### config.mk
export PLATFORM = sky130hd
export DESIGN_NAME = seg7_scan_flat
export DESIGN_NICKNAME = d
export VERILOG_FILES = /design/src/rtl/seg7_pkg.sv /design/src/rtl/seg7_scan_if.sv /design/src/rtl/seg7_font.sv /design/src/rtl/seg7_scan.sv /design/src/flat_wrapper.sv
export SDC_FILE = /design/constraint.sdc
export NUM_CORES = 1
export LEC_CHECK = 0
export BUFFER_PORTS_ARGS = -buffer_cell sky130_fd_sc_hd__buf_2
export CORE_ASPECT_RATIO = 1.75
export CORE_MARGIN = 3
export CORE_UTILIZATION = 54
export DETAILED_ROUTE_END_ITERATION = 16
export PLACE_DENSITY = 0.74
export SYNTH_ARGS = -nofsm -noshare
export SYNTH_HDL_FRONTEND = slang
export SYNTH_SLANG_ARGS = --single-unit
### constraint.sdc
create_clock -name clk -period 3.04 [get_ports clk]
set_input_delay 0.608 -clock clk [delete_from_list [all_inputs] [get_ports clk]]
set_output_delay 0.608 -clock clk [all_outputs]
set_load 0.02 [all_outputs]
### src/rtl/seg7_pkg.sv
// rtl/seg7_pkg.sv - shared register selects, control layout and hex font for seg7_scan
package seg7_pkg;

  localparam logic [1:0] SEL_VALUE = 2'd0;
  localparam logic [1:0] SEL_DP    = 2'd1;
  localparam logic [1:0] SEL_CTRL  = 2'd2;

  localparam int CTRL_ENABLE   = 0;
  localparam int CTRL_BLANK_LZ = 1;

  typedef struct packed {
    logic blank_lz;
    logic enable;
  } ctrl_t;

  localparam ctrl_t CTRL_RESET = '{blank_lz: 1'b0, enable: 1'b1};

  // Active-low gfedcba; element [0] is the glyph for hex 0.
  localparam logic [15:0][6:0] FONT = {
    7'h0E, 7'h06, 7'h21, 7'h46, 7'h03, 7'h08, 7'h10, 7'h00,
    7'h78, 7'h02, 7'h12, 7'h19, 7'h30, 7'h24, 7'h79, 7'h40
  };

endpackage

### src/rtl/seg7_scan_if.sv
// rtl/seg7_scan_if.sv - register write port from the system16 I/O decode
interface seg7_scan_if;
  logic        wr_en;
  logic [1:0]  wr_sel;
  logic [15:0] wr_data;

  modport master (output wr_en, output wr_sel, output wr_data);
  modport slave  (input  wr_en, input  wr_sel, input  wr_data);
endinterface

### src/rtl/seg7_font.sv
// rtl/seg7_font.sv - hex nibble to active-low 7-segment pattern
module seg7_font
  import seg7_pkg::*;
(
  input  logic [3:0] nibble,
  output logic [6:0] segments
);

  assign segments = FONT[nibble];

endmodule

### src/rtl/seg7_scan.sv
// rtl/seg7_scan.sv - double-buffered 4-digit multiplexed 7-segment driver
module seg7_scan
  import seg7_pkg::*;
#(
  parameter int DIV   = 100000,
  parameter int GUARD = 500
) (
  input  logic        clk,
  input  logic        reset_n,
  seg7_scan_if.slave  wr,
  output logic [6:0]  segments,
  output logic        decimal_point,
  output logic [3:0]  anode,
  output logic        frame_tick
);

  localparam int PW = (DIV > 1) ? $clog2(DIV) : 1;

  logic [PW-1:0] prescaler;
  logic [1:0]    digit_idx;
  logic [15:0]   shadow;
  logic [15:0]   display;
  logic [3:0]    dp_mask;
  ctrl_t         ctrl;

  logic          wr_value;
  logic          wr_dp;
  logic          wr_ctrl;
  logic          slot_end;
  logic          frame_end;
  logic          in_guard;
  ctrl_t         ctrl_eff;
  logic [3:0]    mask_eff;
  logic [15:0]   shifted;
  logic          blank;
  logic [6:0]    font_seg;

  logic [3:0]    anode_d;
  logic [6:0]    segments_d;
  logic          dp_d;

  assign wr_value  = wr.wr_en && (wr.wr_sel == SEL_VALUE);
  assign wr_dp     = wr.wr_en && (wr.wr_sel == SEL_DP);
  assign wr_ctrl   = wr.wr_en && (wr.wr_sel == SEL_CTRL);

  assign slot_end  = (prescaler == PW'(DIV - 1));
  assign frame_end = slot_end && (digit_idx == 2'd3);
  assign in_guard  = (prescaler < PW'(GUARD));

  // Mask and control writes bypass their registers so they shape this cycle's drive.
  assign ctrl_eff  = wr_ctrl ? ctrl_t'(wr.wr_data[1:0]) : ctrl;
  assign mask_eff  = wr_dp ? wr.wr_data[3:0] : dp_mask;

  // Shifting the current digit down to bit 0 leaves only it and the digits to its left,
  // so a zero result means every more-significant nibble is zero too.
  assign shifted   = display >> {digit_idx, 2'b00};
  assign blank     = ctrl_eff.blank_lz && (digit_idx != 2'd0) && (shifted == 16'h0000);

  seg7_font u_font (
    .nibble   (shifted[3:0]),
    .segments (font_seg)
  );

  always_comb begin
    anode_d    = 4'hF;
    segments_d = 7'h7F;
    dp_d       = 1'b1;
    if (!in_guard) begin
      if (ctrl_eff.enable) begin
        anode_d = ~(4'b0001 << digit_idx);
      end
      segments_d = blank ? 7'h7F : font_seg;
      dp_d       = ~mask_eff[digit_idx];
    end
  end

  always_ff @(posedge clk or negedge reset_n) begin
    if (!reset_n) begin
      prescaler <= '0;
      digit_idx <= 2'd0;
      shadow    <= 16'h0000;
      display   <= 16'h0000;
      dp_mask   <= 4'h0;
      ctrl      <= CTRL_RESET;
    end else begin
      prescaler <= slot_end ? '0 : prescaler + 1'b1;
      if (slot_end) begin
        digit_idx <= digit_idx + 2'd1;
      end
      if (wr_value) begin
        shadow <= wr.wr_data;
      end
      // A value write landing on the frame boundary goes straight to the display.
      if (frame_end) begin
        display <= wr_value ? wr.wr_data : shadow;
      end
      if (wr_dp) begin
        dp_mask <= wr.wr_data[3:0];
      end
      if (wr_ctrl) begin
        ctrl <= ctrl_t'(wr.wr_data[1:0]);
      end
    end
  end

  always_ff @(posedge clk or negedge reset_n) begin
    if (!reset_n) begin
      anode         <= 4'hF;
      segments      <= 7'h7F;
      decimal_point <= 1'b1;
      frame_tick    <= 1'b0;
    end else begin
      anode         <= anode_d;
      segments      <= segments_d;
      decimal_point <= dp_d;
      frame_tick    <= frame_end;
    end
  end

endmodule

### src/flat_wrapper.sv
// flat-port wrapper written by rule: the top's interface ports become plain ports
module seg7_scan_flat import seg7_pkg::*;
#(
  parameter int DIV   = 100000,
  parameter int GUARD = 500
)
  (clk, reset_n, segments, decimal_point, anode, frame_tick, wr_wr_en, wr_wr_sel, wr_wr_data);
  seg7_scan_if wr_i ();
  input  logic clk;
  input  logic reset_n;
  output logic [6:0] segments;
  output logic decimal_point;
  output logic [3:0] anode;
  output logic frame_tick;
  input wire logic [$bits(wr_i.wr_en)-1:0] wr_wr_en;
  input wire logic [$bits(wr_i.wr_sel)-1:0] wr_wr_sel;
  input wire logic [$bits(wr_i.wr_data)-1:0] wr_wr_data;
  assign wr_i.wr_en = wr_wr_en;
  assign wr_i.wr_sel = wr_wr_sel;
  assign wr_i.wr_data = wr_wr_data;
  seg7_scan #(.DIV(DIV), .GUARD(GUARD)) u_core (.clk(clk), .reset_n(reset_n), .wr(wr_i), .segments(segments), .decimal_point(decimal_point), .anode(anode), .frame_tick(frame_tick));
endmodule
==> impl_results.md <==
* Relative slew slack at 58.4%
* Clock slew at reported path FFs at 0.07 ns
* Register bit count reported by yosys at 70
* Nets at 326
* Synthesized area per cell at 12.8 um2
* Detail Route Antenna Nets at 0
* Inserted Diodes at 0
* Vias/cell at 5.46
* Maximum number of pins on one net before global-route repair at 44
* Chip Width at about 65 um
* Unrepaired setup endpoints after global routing: no
* Slowest stage delay, CP at 0.63 ns
* Cell Count, Final, Fillers Out at roughly 380
* Min Tclk post-route at 2.40 ns
* GRT overflow at 0
* Pwr Total at 2050 uW
* Initial antenna violation count at 0
* Worst Skew at 0.0117 ns
* Slowest cell on crit path: dfrtp_1
* Number of DRC markers in iteration 0 at 92
* Detailed Routing Iterations Pass 1 at 4
* Die Area at around 0.0070 mm2
* First-pass GRT wire length at between 9 and 10 mm
* WP buf/inv at 1
* Max Fclk at 416 MHz
* Cts bufs inserted at 9
* Vias in the first global route at 2026
* Std-Cell Rows at 36
* Post-DR wirelength/cell at ~15 um
* IR drop worst, VDD at 347 uV
* Syn Nets at roughly 290
* Critical Path RT at 3.28 ns
* Synth Cell Area at about 0.0032 mm2
* Crit path max-delay family: flip-flops
* Cells along the critical path: mux4_2, inv_1, ha_1, nor3b_1, a31oi_1, o311ai_0
* Run status: finished clean
* Yosys cell types at 41
* CTS Buffer Depth at 2
* Post-CTS Hold Buffers at 0
* Setup TNS at 0 ns
* Class of the worst hold path: input port to async pin
* Final period util at about four fifths
* Classification of the worst setup path: register to register
* Final setup violation count at 0
* CTS root buffer: clkbuf_8
* Gr usage total at roughly 18%
* Routed WL at around 5.7 mm
* Post-DP HPWL at about 4.2 mm
* Worst setup EP type: register
* Total of max-cap violations at 0
* Register area share after synthesis at a little over half
* Vias post-DR at 2047
* Leak Pwr at 0.00166 uW
* Core Area at 0.00568 mm2
* Worst slew pin tran at 0.625 ns
* Top Ports at 34
* Critical Path AT at 2.64 ns
* Die H at 109 um
* Initial core utilization at 57.2%
* # Post-CTS Setup Buffers at 0
* Area growth from synthesis to layout at 14.9%
* Post-synthesis cell count at 254
* TritonCTS clock tree: built
* Post-cts sizing count at 0
* Startpoint types: register
* Pre-CTS setup slack at approximately 0.65 ns
* DRC violations left at 0
* CP Max Fanout at 12
* # port buffers at 33
* Insertion delay to the later sink of the worst-skew pair at roughly 0.35 ns
* Final worst slack at 0.638 ns
* Ys Warns at 0
* Inst Count DP at 359
* PD cells at 550 mW/mm2
* Clk sinks at 70
* Routability cong. at 0.826
* Layout cells sized above 1 at a little under two fifths
* Fill cells at 446
* Final Hold Fails at 0
* Final Max Tran Viols at 0
* Clock H-tree levels at 3
-- synthesized netlist by cell type (all sizes together) --
cell type  count  area share, %
or2            1           0.19
and4           1           0.27
nor3           3           0.46
nand4b         1           0.27
clkbuf         1           0.12
a31oi          2           0.39
xnor2         12            3.2
nand2         19            2.2
nor2          13            1.5
a22oi          1           0.23
dfstp         13             11
or3            1           0.19
ha            11            4.2
mux2i          4            1.2
nor2b          1           0.19
o311ai         1           0.27
nand2b         1           0.19
o21ai          6           0.93
xor2           3           0.81
a21o           2           0.46
nand3         12            2.0
mux2          38             13
nand3b         2           0.46
and3           4           0.77
nor4           9            2.2
mux4           5            3.5
nand4          3           0.77
o211a          1           0.31
inv           10            1.2
nor3b          3            1.0
o211ai         3           0.69
a21oi          4           0.62
dfrtp         57             44
buf            6            1.5
-- sequential cells by signal, summed over array words and instances, names as in the netlist --
name	flops
u_core.frame_tick	1
u_core.decimal_point	1
u_core.digit_idx	2
u_core.segments	7
u_core.display	16
u_core.dp_mask	4
u_core.shadow	16
u_core.ctrl	2
u_core.prescaler	17
u_core.anode	4
-- per-layer routing --
| layer | global-route usage [%] | part of all wire [%] | routed length, um | up-vias |
|---|---|---|---|---|
| met5 | 0 | 0 | 0 | - |
| li1 | - | - | - | 972 |
| met2 | 30.6 | 54 | 3060 | 40 |
| met4 | 11.2 | 2.5 | 142 | 0 |
| met1 | 20.6 | 40 | 2270 | 1024 |
| met3 | 3.12 | 3.3 | 189 | 11 |
-- area by class of cell --
class                      count  area [um2]  area share (%)
clock buffer                  10         128            3.42
clock inverter                 6         111            2.99
inverter                      10        37.5            1.01
multi-input combinational    167        1390            37.2
sequential                    70        1770            47.4
tap                           76        95.1            2.55
timing repair buffer          36         200            5.37
-- worst reg2reg max path: cells and delay by family (launching register included) --
family / cells / cell delay (ns)
flops: 1 / 0.63
mux: 1 / 0.62
compound gates: 2 / 0.43
simple gates: 1 / 0.22
fa+ha+maj: 1 / 0.21
buf+inv: 1 / 0.19
-- metrics by stage --
stage,hold WS (ns),instance area (um2),utilization (%)
5_1_grt,0.306,3730,65.7
3_5_place_dp,0.482,3490,61.5
3_3_place_gp,0.475,3490,61.5
2_1_floorplan,0.312,3240,-
6_report,0.280,3730,65.7
4_1_cts,0.280,3730,65.7
-- placed cells by master, fill, tap and decap left out, types with 3 or more instances in the layout --
cell / count
a21oi_1: 4
and3_1: 4
buf_2: 33
bufinv_16: 3
clkbuf_8: 9
dfrtp_1: 57
dfstp_2: 13
ha_1: 11
inv_1: 9
mux2_2: 38
mux2i_1: 4
mux4_2: 5
nand2_1: 19
nand3_1: 11
nor2_1: 13
nor3_1: 3
nor4_1: 8
o211ai_1: 3
o21ai_0: 6
xnor2_1: 12
xor2_1: 3
-- cells by family after synthesis --
group,share of synthesized area (%)
xor+xnor,4.05
flops,54.5
buf+inv,2.74
compound gates,3.90
mux,17.9
fa+ha+maj,4.24
simple gates,12.7
-- path summary, 6_finish.rpt --
kind	startpoint	to	slack, ns	depth (start not counted)
max in group asynchronous	reset_n	u_core.segments[1]	2.07	2
setup / recovery	u_core.digit_idx[0]	u_core.segments[4]	0.64	6
setup reg to reg	u_core.digit_idx[0]	u_core.segments[4]	0.64	6
hold reg to reg	u_core.dp_mask[3]	u_core.dp_mask[3]	0.50	1
min in group clk	u_core.dp_mask[3]	u_core.dp_mask[3]	0.50	1
hold / removal	reset_n	u_core.prescaler[6]	0.28	1
-- where the power goes --
| part | internal, uW | total, uW | switching [uW] |
|---|---|---|---|
| registers | 993 | 1010 | 17.7 |
| clock network | 545 | 889 | 344 |
| logic | 77.0 | 149 | 71.9 |
| total | 1620 | 2050 | 434 |
Note: power is estimated with default switching activity, not from simulation.
